## config.mk

```make
export PLATFORM = sky130hd
export DESIGN_NAME = c432_key_query_ctrl
export DESIGN_NICKNAME = d
export VERILOG_FILES = /design/src/rtl/c432_key_query_ctrl.sv
export SDC_FILE = /design/constraint.sdc
export NUM_CORES = 1
export LEC_CHECK = 0
export BUFFER_PORTS_ARGS = -buffer_cell sky130_fd_sc_hd__buf_4
export CORE_MARGIN = 2
export CORE_UTILIZATION = 25
export DETAILED_ROUTE_END_ITERATION = 10
export PLACE_DENSITY = 0.54
export SLEW_MARGIN = 5
export SYNTH_ARGS = -nofsm -noshare
export SYNTH_HDL_FRONTEND = slang
export SYNTH_SLANG_ARGS = --single-unit
```

## constraint.sdc

```tcl
create_clock -name clk -period 4.2 [get_ports clk]
set_input_delay 0.21 -clock clk [delete_from_list [all_inputs] [get_ports clk]]
set_output_delay 0.21 -clock clk [all_outputs]
set_load 0.02 [all_outputs]
```

## src/rtl/c432_key_query_ctrl.sv

```systemverilog
`default_nettype none
// ============================================================================
// Module : c432_key_query_ctrl
// Brief  : Serial key loader and query sequencer for a locked c432 circuit.
// Rev    : 1.0 - initial release
// ============================================================================
module c432_key_query_ctrl #(
   parameter int KEY_W      = 8,
   parameter int PI_W       = 36,
   parameter int PO_W       = 7,
   parameter int SETTLE_CYC = 4
) (
   input  logic            clk,
   input  logic            rst,
   input  logic            key_load,
   input  logic            key_sin,
   input  logic            key_sin_vld,
   input  logic            query_valid,
   output logic            query_ready,
   input  logic [PI_W-1:0] query_pi,
   output logic            resp_valid,
   input  logic            resp_ready,
   output logic [PO_W-1:0] resp_po,
   output logic [PI_W-1:0] dut_pi,
   output logic [KEY_W-1:0] dut_key,
   input  logic [PO_W-1:0] dut_po,
   output logic            key_loaded,
   output logic [15:0]     query_cnt
);

   localparam int CNT_W = $clog2(KEY_W + 1);

   typedef enum logic [1:0] {
      IDLE   = 2'd0,
      KSHIFT = 2'd1,
      SETTLE = 2'd2,
      RESP   = 2'd3
   } state_t;

   state_t            r_state;
   state_t            w_state_nxt;
   logic [CNT_W-1:0]  r_bitcnt;
   logic [KEY_W-1:0]  r_shadow;
   logic [7:0]        r_settle;
   logic [KEY_W-1:0]  r_key;
   logic [PI_W-1:0]   r_pi;
   logic [PO_W-1:0]   r_po;
   logic              r_key_loaded;
   logic [15:0]       r_qcnt;

   logic              w_qhs;
   logic              w_shift;
   logic              w_last;
   logic              w_settle_done;
   logic [KEY_W-1:0]  w_shift_val;

   assign query_ready   = (r_state == IDLE) & r_key_loaded & ~key_load;
   assign w_qhs         = query_valid & query_ready;
   assign w_shift       = (r_state == KSHIFT) & ~key_load & key_sin_vld;
   assign w_last        = w_shift & (r_bitcnt == CNT_W'(KEY_W - 1));
   assign w_settle_done = (r_state == SETTLE) & (r_settle == 8'd0);
   // New bits enter at the MSB so the first bit ends up in bit 0 after KEY_W shifts.
   assign w_shift_val   = (r_shadow >> 1) | (KEY_W'(key_sin) << (KEY_W - 1));

   assign resp_valid = (r_state == RESP);
   assign resp_po    = r_po;
   assign dut_pi     = r_pi;
   assign dut_key    = r_key;
   assign key_loaded = r_key_loaded;
   assign query_cnt  = r_qcnt;

   always_ff @(posedge clk or posedge rst) begin
      if (rst) r_state <= IDLE;
      else     r_state <= w_state_nxt;
   end

   always_comb begin
      w_state_nxt = r_state;
      case (r_state)
         IDLE: begin
            if (key_load)   w_state_nxt = KSHIFT;
            else if (w_qhs) w_state_nxt = SETTLE;
         end
         KSHIFT:  if (w_last)        w_state_nxt = IDLE;
         SETTLE:  if (w_settle_done) w_state_nxt = RESP;
         RESP:    if (resp_ready)    w_state_nxt = IDLE;
         default: w_state_nxt = IDLE;
      endcase
   end

   always_ff @(posedge clk or posedge rst) begin
      if (rst) begin
         r_bitcnt     <= '0;
         r_shadow     <= '0;
         r_settle     <= '0;
         r_key        <= '0;
         r_pi         <= '0;
         r_po         <= '0;
         r_key_loaded <= 1'b0;
         r_qcnt       <= '0;
      end else begin
         case (r_state)
            IDLE: begin
               if (key_load) begin
                  r_bitcnt     <= '0;
                  r_shadow     <= '0;
                  r_key_loaded <= 1'b0;
               end else if (w_qhs) begin
                  r_pi     <= query_pi;
                  r_settle <= 8'(SETTLE_CYC - 1);
               end
            end
            KSHIFT: begin
               if (key_load) begin
                  r_bitcnt <= '0;
                  r_shadow <= '0;
               end else if (w_last) begin
                  r_key        <= w_shift_val;
                  r_key_loaded <= 1'b1;
                  r_qcnt       <= '0;
                  r_bitcnt     <= '0;
                  r_shadow     <= '0;
               end else if (w_shift) begin
                  r_shadow <= w_shift_val;
                  r_bitcnt <= r_bitcnt + CNT_W'(1);
               end
            end
            SETTLE: begin
               if (w_settle_done) r_po     <= dut_po;
               else               r_settle <= r_settle - 8'd1;
            end
            RESP: begin
               if (resp_ready && r_qcnt != 16'hFFFF) r_qcnt <= r_qcnt + 16'd1;
            end
            default: ;
         endcase
      end
   end

endmodule
`default_nettype wire
```

# --- After elaboration in Yosys (flattened, before gate mapping) ---
# Index checks and enable logic that the tools add are counted.
totals:
  reg_bits: 90
  latch_bits: 0
  ram_bits: 0
  mem_bits_ro: 0
  n_memories: 0
classes:
  add_sub_neg: 3
  n_mul: 0
  div_mod_pow: 0
  order_cmp: 0
  n_eq_ne: 16
  shifts: 0
  n_mux: 28
  bitwise: 9
  reduce_logical: 14
op_table:
  columns: ["op", "n"]
  rows:
  - ["$mux 8", 7]
  - ["$mux 16", 3]
  - ["$pmux 16 s2", 1]
  - ["$pmux 8 s2", 2]
  - ["$add 16x1->16 const B", 1]
  - ["$mux 4", 4]
  - ["$ne 16x16->1 const B", 1]
  - ["$reduce_and 4->1", 4]
  - ["$ne 2x2->1 const B", 7]
  - ["$mux 2", 5]
  - ["$reduce_and 3->1", 3]
  - ["$logic_not 8->1", 1]
  - ["$or 7x8->8", 1]
  - ["$pmux 2 s4", 1]
  - ["$pmux 4 s2", 1]
  - ["$sub 8x1->8 const B", 1]
  - ["$and 1x1->1", 7]
  - ["$reduce_bool 2->1", 3]
  - ["$add 4x1->4 const B", 1]
  - ["$eq 2x2->1 const B", 2]
  - ["$eq 4x3->1 const B", 1]
  - ["$ne 2x1->1 const B", 2]
  - ["$ne 4x4->1 const B", 1]
  - ["$mux 1", 3]
  - ["7 further kinds", 7]

# --- Longest topological paths before layout ---
# Gate-level depths: netlist (run 1).
depth:
  ltp_word: 7
  depth_mapped: 7
  depth_no_buf: 6

# --- Least setup slack after synthesis (run 1) ---
# Ideal clock, no wire load.
synth_path:
  kind: "register -> register"
  startpoint: "register r_qcnt[4], in the netlist query_cnt[4]"
  endpoint: "register r_qcnt[11], in the netlist query_cnt[11]"
  setup_ns: 0.124
  arrival_time_ns: 1.891
  t_required_ns: 4.076
  slack_ns: 2.186
  stages_incl_launch_ff: 7
  path_buffers: 2
  synth_period_minus_slack_ns: 2.014
  path_cell_list: "dfrtp_1 > buf_2 > nand4_1 > or4_4 > buf_6 > and4_1 > a211o_1"
synth_between:
  elab_chain_cells: 4
synth_rtl:
  columns: ["item", "line_no", "text"]
  rows:
  - ["from (decl)", "49", "logic [15:0] r_qcnt;"]
  - ["from (signal assigned)", "133", "if (resp_ready && r_qcnt != 16'hFFFF) r_qcnt <= r_qcnt + 16'd1;"]
  - ["parallel branches: the longest is 4 deep, another holds $add 16x1->16", null, null]
# Several ways; the timed one is not identified. The select of a mux whose other input is x is not followed.
# A chain may end at the register's enable or synchronous reset.

# --- Worst setup path after layout (run 1) ---
layout_path:
  startpoint: "register r_state[0]"
  endpoint: "register r_pi[6], in the netlist dut_pi[6]"
layout_between:
  elab_chain_cells: 5
layout_rtl:
  columns: ["item", "line_no", "text"]
  rows:
  - ["from (decl)", "40", "state_t r_state;"]
  - ["from (signal assigned)", "74", "else r_state <= w_state_nxt;"]
  - ["$logic_not 2->1 *", "57, 102", null]
  - ["$and 1x1->1 (2 in a row)", "57", "assign query_ready = (r_state == IDLE) & r_key_loaded & ~key_load;"]
  - ["$and 1x1->1", "58", "assign w_qhs = query_valid & query_ready;"]
  - ["$reduce_and 3->1 (no line) *", null, null]
  - ["to (signal assigned)", "109", "r_pi <= query_pi;"]
  - ["to (decl)", "46", "logic [PI_W-1:0] r_pi;"]
# Mark *: on every way between the ends. The rest lies on a longest branch, timed or not.

==> results.json, run 1 <==
{
  "outcome": "finished clean",
  "cellLeakagePower_uw": 0.002768,
  "drv_cap": 0,
  "grt_pass1_vias": 3416,
  "timing.final.max_slew_violations": 0,
  "holdCritStartpoint": "query_pi[13]",
  "post-route-drc-count": 0,
  "die_w_um": 130.3,
  "wl_um": 10210,
  "synth_adder_area_share": 0.01255,
  "p_seq_frac": 0.466,
  "final_net_count": 565,
  "period_needed_ns": 2.272,
  "finalInstanceArea_mm2": 0.005419,
  "synth.largest_area_cell": "dfrtp_1",
  "postCtsHoldBufs": 0,
  "wl_per_cell_um": 13.95,
  "cts_sinks": 89,
  "syn-mean-instance-area_um2": 10.07,
  "pwr-share-comb": 0.113,
  "fin_hold_ws_ns": 0.04957,
  "area_growth_pct": 35.90,
  "cp-startpoint": "r_state[0]$_DFFE_PP0P_",
  "slew_headroom": 0.2492,
  "antenna_found_initial": 0,
  "synth-edff-count": 0,
  "vdd_drop_max_v": 0.0002133,
  "clock_latency_ns": 0.35,
  "cts_inserted_buffers": 9,
  "cp_max_fo": 31,
  "drive_above_1_share": 0.3120,
  "hp-class": "primary input to register",
  "clkPwrFrac": 0.422,
  "synth_top_family_by_area": "simple AND/OR/NAND/NOR gates",
  "drt_iter0_drc": 159,
  "timing.fmax_mhz": 440.1,
  "rows": 46,
  "synth-main-ff-cell": "dfrtp_1",
  "start_util": 0.2538,
  "synthesis.area_mm2": 0.003988,
  "grt_max_degree": 55,
  "finalCritPeriodShare": 0.5409,
  "postSynth.asyncResetShare": 1.000,
  "worstSetupPathType": "register to register",
  "portBuffers": 119,
  "reg2reg_slack_ns": 1.93,
  "dr.pass1.iters": 4,
  "gp_congestion": 0.8114,
  "synth_area_leaders": "dfrtp_1 (56%), nand2_1 (12%), mux2_2 (4.5%)",
  "ctsHtreeMaxLevel": 3,
  "cts_tree": "built",
  "viasPerCell": 4.553,
  "cp-start-kind": "register",
  "switchingPower_uw": 519.1,
  "rsz0062_at_grt": "false",
  "cp_data_required_time_ns": 4.49,
  "ant_nets": 0,
  "finalSetupViolations": 0,
  "die_y_um": 130.3,
  "worstReg2RegStart": "r_state[0]$_DFFE_PP0P_",
  "p_int_uw": 1556,
  "pre_cts_ws_ns": 1.820,
  "post_cts_buffers": 0,
  "grt_first_pass_wirelength_um": 16970,
  "setup_tns_ns": 0,
  "hold_violations": 0,
  "finalClockSkew_ns": 0.006552,
  "synthSimpleGateAreaFrac": 0.2473,
  "num_io_pins": 120,
  "worst_pin_slew_ns": 1.126,
  "diodes": 0,
  "synth-xor-area-share": 0.006589,
  "num_vias": 3333,
  "grt.overflow.total": 0,
  "synth_nets": 450,
  "path_clk_slew_ns": 0.07,
  "netSwitchingFraction": 0.2502,
  "hpwlAfterDp_um": 7046,
  "endpoint_kind": "register",
  "placed_area_mm2": 0.005096,
  "cts_resized": 0,
  "grt_use_total": 0.1289,
  "synth_compound_area_frac": 0.1004,
  "syn_inst": 396,
  "die-area_mm2": 0.01698,
  "power.density_mw_per_mm2": 382.9,
  "ys_seq_area_frac": 0.5585,
  "core-area_mm2": 0.01571,
  "arrival_ns": 2.56,
  "setup_slack_ns": 1.928,
  "muxShareOfSynthArea": 0.05020,
  "clock_path_buffers": 2,
  "ys_types": 51,
  "yosysWarnings": 0,
  "ys_ff_latch": 89,
  "synth_top_cell_area_share": 0.5585,
  "root_buffer": "clkbuf_16"
}
==> flip-flops by register name, indices dropped and copies added, names as in the netlist <==
register and flops:
query_cnt 16, resp_po 7, r_bitcnt 4, key_loaded 1
dut_key 8, dut_pi 36, r_state 2, r_shadow 7
r_settle 8
==> metrics by stage <==
step                power (µW)  utilization  instances
floorplan                 1108            -        396
global placement          1212       0.3243        716
detailed placement        1217       0.3243        716
CTS                       2110       0.3449        732
global route              2185       0.3449        732
finish                    2075       0.3449        732
==> logic make-up (layout without fill, tap and decap cells) <==
logic type      after synthesis  in the layout
compound gates               52             52
mux                          18             18
buf+inv                      23            143
xor+xnor                      3              3
simple gates                207            207
flops                        89             89
fa+ha+maj                     4              4
==> per-layer routing <==
| layer | track usage | wire [µm] | up-vias |
|---|---|---|---|
| li1 | - | - | 1620 |
| met1 | 0.1614 | 4486 | 1597 |
| met2 | 0.1965 | 4712 | 103 |
| met3 | 0.06314 | 873 | 13 |
| met4 | 0.03922 | 142 | 0 |
| met5 | 0 | 0 | - |
==> cell usage after synthesis (all sizes together), types with 3 or more instances <==
| master | n |
|---|---|
| o21ai | 9 |
| a31oi | 6 |
| and4 | 6 |
| inv | 5 |
| nor4 | 4 |
| a21o | 3 |
| nand2 | 125 |
| and3 | 4 |
| buf | 6 |
| nor3 | 4 |
| o211ai | 6 |
| or4 | 4 |
| dfrtp | 89 |
| nor2 | 17 |
| mux2 | 16 |
| and2 | 4 |
| clkbuf | 12 |
| a22o | 9 |
| ha | 4 |
| nand4 | 9 |
| a221o | 6 |
| nand3 | 15 |
==> critical path: stages, from the launching register on <==
cell and delay (ns):
dfrtp_1 0.50, nor3_1 0.31, and3_1 0.95, buf_4 0.31, nand2_1 0.07, nand2_1 0.06
==> layout by cell type, fill, tap and decap left out, drive strengths merged, types with 3 or more instances in the layout <==
master | netlist | routed
nand2 | 125 | 125
buf | 6 | 122
dfrtp | 89 | 89
nor2 | 17 | 17
mux2 | 16 | 16
nand3 | 15 | 15
clkbuf | 12 | 12
o21ai | 9 | 9
a22o | 9 | 9
nand4 | 9 | 9
a31oi | 6 | 6
o211ai | 6 | 6
and4 | 6 | 6
a221o | 6 | 6
nor3 | 4 | 4
and3 | 4 | 4
and2 | 4 | 4
inv | 5 | 4
ha | 4 | 4
nor4 | 4 | 4
or4 | 4 | 4
a21o | 3 | 3
==> final timing paths <==
check | end | cells after the start
worst min-delay path | dut_pi[13]$_DFFE_PP0P_ | 3
worst max-delay path | dut_pi[6]$_DFFE_PP0P_ | 5
min in group asynchronous | query_cnt[10]$_DFFE_PP0P_ | 2
max in group asynchronous | dut_pi[7]$_DFFE_PP0P_ | 3
worst max register to register | dut_pi[6]$_DFFE_PP0P_ | 5
worst min register to register | dut_pi[13]$_DFFE_PP0P_ | 2
==> cell type report <==
type / instances / area, µm²
Fill cell: 1610 / 10290
Clock buffer: 12 / 246.5
Inverter: 5 / 20.02
Clock inverter: 4 / 76.32
Multi-Input combinational cell: 284 / 1663
Sequential cell: 89 / 2227
Timing Repair Buffer: 122 / 915.9
Tap cell: 216 / 270.3
==> power groups by stage <==
stage | combinational, µW | sequential, µW | clock, µW
final | 234 | 966 | 875
after CTS | 237 | 964 | 909
after detailed placement | 238 | 979 | 0
after global routing | 263 | 975 | 947
after floorplan | 125 | 983 | 0
after global placement | 234 | 978 | 0
Note: power is estimated with default switching activity, not from simulation.
==> inputs of run 2 (changes only) <==
Settings changed: ABC_AREA from default to 1, PLACE_DENSITY 0.54 to 0.53.
Clock period 4.2 ns to 2.25 ns, I/O delays scaled along.
==> results.json, run 2 <==
{
  "outcome": "finished clean",
  "synth.largest_area_cell": "dfrtp_1",
  "num_vias": 3557,
  "worstRegToRegCells": 7,
  "ys_types": 28,
  "timing.fmax_mhz": 521.6,
  "slew_headroom": 0.6158,
  "gp_congestion": 0.7885,
  "synth_common_cells": "nand2_1 (150), dfrtp_1 (89), inv_1 (75)",
  "cpLargestDelayFamily": "simple AND/OR/NAND/NOR gates",
  "syn-mean-instance-area_um2": 8.285,
  "final_net_count": 684,
  "power.density_mw_per_mm2": 912.1,
  "ys_seq_area_frac": 0.5355,
  "finalCritPeriodShare": 0.8521,
  "cp_data_required_time_ns": 2.50,
  "synth.most_common_cell": "nand2_1",
  "timing.final.max_slew_violations": 0,
  "worstSetupPathType": "register to register",
  "root_buffer": "clkbuf_16",
  "synth-edff-count": 0,
  "die_w_um": 133.0,
  "grt_pass1_vias": 3577,
  "reg2reg_slack_ns": 0.33,
  "drt_iter0_drc": 142,
  "period_needed_ns": 1.917,
  "viasPerCell": 4.175,
  "pwr-share-comb": 0.329,
  "cp_max_fo": 12,
  "finalClockSkew_ns": 0.005566,
  "n_fill_cell": 1692,
  "path_clk_slew_ns": 0.06,
  "cellLeakagePower_uw": 0.002939,
  "r2r_end": "query_cnt[12]$_DFFE_PP0P_",
  "yosysWarnings": 0,
  "endpoint_kind": "register",
  "portBuffers": 119,
  "die_y_um": 133.0,
  "core-area_mm2": 0.01641,
  "clkPwrFrac": 0.264,
  "antenna_found_initial": 0,
  "final_common_cell": "nand2_1",
  "synth_area_leaders": "dfrtp_1 (54%), nand2_1 (14%), inv_1 (6.8%)",
  "post-route-drc-count": 0,
  "hold_violations": 0,
  "dp.cells": 832,
  "grt.overflow.total": 0,
  "cts_inserted_buffers": 9,
  "largest_reg_flops": 36,
  "clock_path_buffers": 2,
  "synthesis.area_mm2": 0.004159,
  "rows": 47,
  "instances_no_fill": 852,
  "netSwitchingFraction": 0.3673,
  "syn_inst": 502,
  "hp-class": "primary input to register",
  "path_common_cell": "nand2_1",
  "final_util": 0.3427,
  "diodes": 0,
  "switchingPower_uw": 1883,
  "area_growth_pct": 35.20,
  "setup_tns_ns": 0,
  "cp-start-kind": "register",
  "die-area_mm2": 0.01768,
  "synth-main-ff-cell": "dfrtp_1",
  "post_cts_buffers": 0,
  "rsz0062_at_grt": "false",
  "mostFrequentLayoutCells": "nand2_1 (150), buf_4 (122), dfrtp_1 (89), inv_1 (74), o21ai_0 (50)",
  "p_seq_frac": 0.407,
  "start_util": 0.2535,
  "grt_use_total": 0.1177,
  "ys_ff_latch": 89,
  "worst_pin_slew_ns": 0.5763,
  "critical_path.cell_chain": "ha_1 > nand2_1 > nor2_2 > nand2_2 > o21ai_1 > nand2_1 > o21ai_0",
  "drv_cap": 0,
  "vdd_drop_max_v": 0.0003792,
  "postSynth.asyncResetShare": 1.000,
  "wl_um": 9696,
  "hpwlAfterDp_um": 7107,
  "num_io_pins": 120,
  "drive_above_1_share": 0.2563,
  "worstReg2RegStart": "query_cnt[0]$_DFFE_PP0P_",
  "cts_sinks": 89,
  "synth_nets": 556,
  "p_int_uw": 3245,
  "slowest_delay_ns": 0.42,
  "finalSetupViolations": 0,
  "arrival_ns": 2.17,
  "dr.pass1.iters": 4,
  "clock_latency_ns": 0.34,
  "ant_nets": 0,
  "critPathSlowestCell": "dfrtp_1",
  "critPathBufInv": 0,
  "holdCritStartpoint": "query_pi[8]",
  "ctsHtreeMaxLevel": 3,
  "grt_max_degree": 90,
  "hold_path_depth": 3,
  "synth_top_cell_area_share": 0.5355,
  "wl_per_cell_um": 11.38,
  "cts_tree": "built",
  "holdPathEnd": "dut_pi[8]$_DFFE_PP0P_",
  "grt_first_pass_wirelength_um": 16820
}
## run 2: kinds of logic after synthesis
group           Yosys count  synth area share
simple gates            229            0.2286
buf+inv                  89           0.08784
compound gates           79            0.1107
flops                    89            0.5355
fa+ha+maj                 4           0.01203
xor+xnor                 12           0.02527
## run 2: how the worst max path moves through the flow
stage / from / to / slack, ns / depth (start not counted)
floorplan: query_cnt[0]$_DFFE_PP0P_ / query_cnt[13]$_DFFE_PP0P_ / 0.59 / 9
global placement: query_cnt[0]$_DFFE_PP0P_ / query_cnt[13]$_DFFE_PP0P_ / 0.44 / 7
detailed placement: query_cnt[0]$_DFFE_PP0P_ / query_cnt[12]$_DFFE_PP0P_ / 0.35 / 7
CTS: query_cnt[0]$_DFFE_PP0P_ / query_cnt[12]$_DFFE_PP0P_ / 0.34 / 7
global route: query_cnt[0]$_DFFE_PP0P_ / query_cnt[12]$_DFFE_PP0P_ / 0.09 / 7
finish: query_cnt[0]$_DFFE_PP0P_ / query_cnt[12]$_DFFE_PP0P_ / 0.33 / 7
## run 2: final cells by class
class / count / area (µm²) / share of cell area
Multi-Input combinational cell: 324 / 1567 / 0.2786
Timing Repair Buffer: 130 / 1006 / 0.1789
Clock inverter: 2 / 16.27 / 0.002893
Inverter: 76 / 289.0 / 0.05140
Clock buffer: 11 / 242.7 / 0.04317
Sequential cell: 89 / 2227 / 0.3961
Tap cell: 220 / 275.3 / 0.04895
## run 2: repair_timing
item / in CTS / in global routing
hold endpoints to repair: 95 / 0
hold buffers: 7 / 0
gates resized for setup: 0 / 0
## run 2: worst reg2reg max path, stage by stage (launching register included)
cell and delay (ns):
dfrtp_1 0.42, ha_1 0.22, nand2_1 0.08, nor2_2 0.21
nand2_2 0.13, o21ai_1 0.15, nand2_1 0.33, o21ai_0 0.28
## run 2: metrics by stage
stage / power [µW] / hold slack [ns] / setup WS (ns) / instance area, µm²
after floorplan: 3274 / 0.2573 / 0.5851 / 4163
after global placement: 3778 / 0.3038 / 0.4448 / 5294
after detailed placement: 3811 / 0.3024 / 0.3465 / 5294
after CTS: 5224 / 0.001215 / 0.3376 / 5623
after global routing: 5528 / 0.02654 / 0.09460 / 5623
final: 5128 / 0.02052 / 0.3328 / 5623
## run 2: power groups by stage
stage | Sequential, µW | Clock [µW] | Combinational (µW)
after floorplan | 2230 | 0 | 1050
after global placement | 2100 | 0 | 1680
after detailed placement | 2110 | 0 | 1700
after CTS | 2080 | 1430 | 1720
after global routing | 2130 | 1490 | 1910
final | 2090 | 1360 | 1690
## run 2: metal layers
metal  track usage  wire length (µm)  up-vias
met3       0.04674               886       12
met4       0.05556               222        0
met5             0                 0        -
met2        0.1770              4199      114
met1        0.1480              4387     1620
li1              -                 -     1811
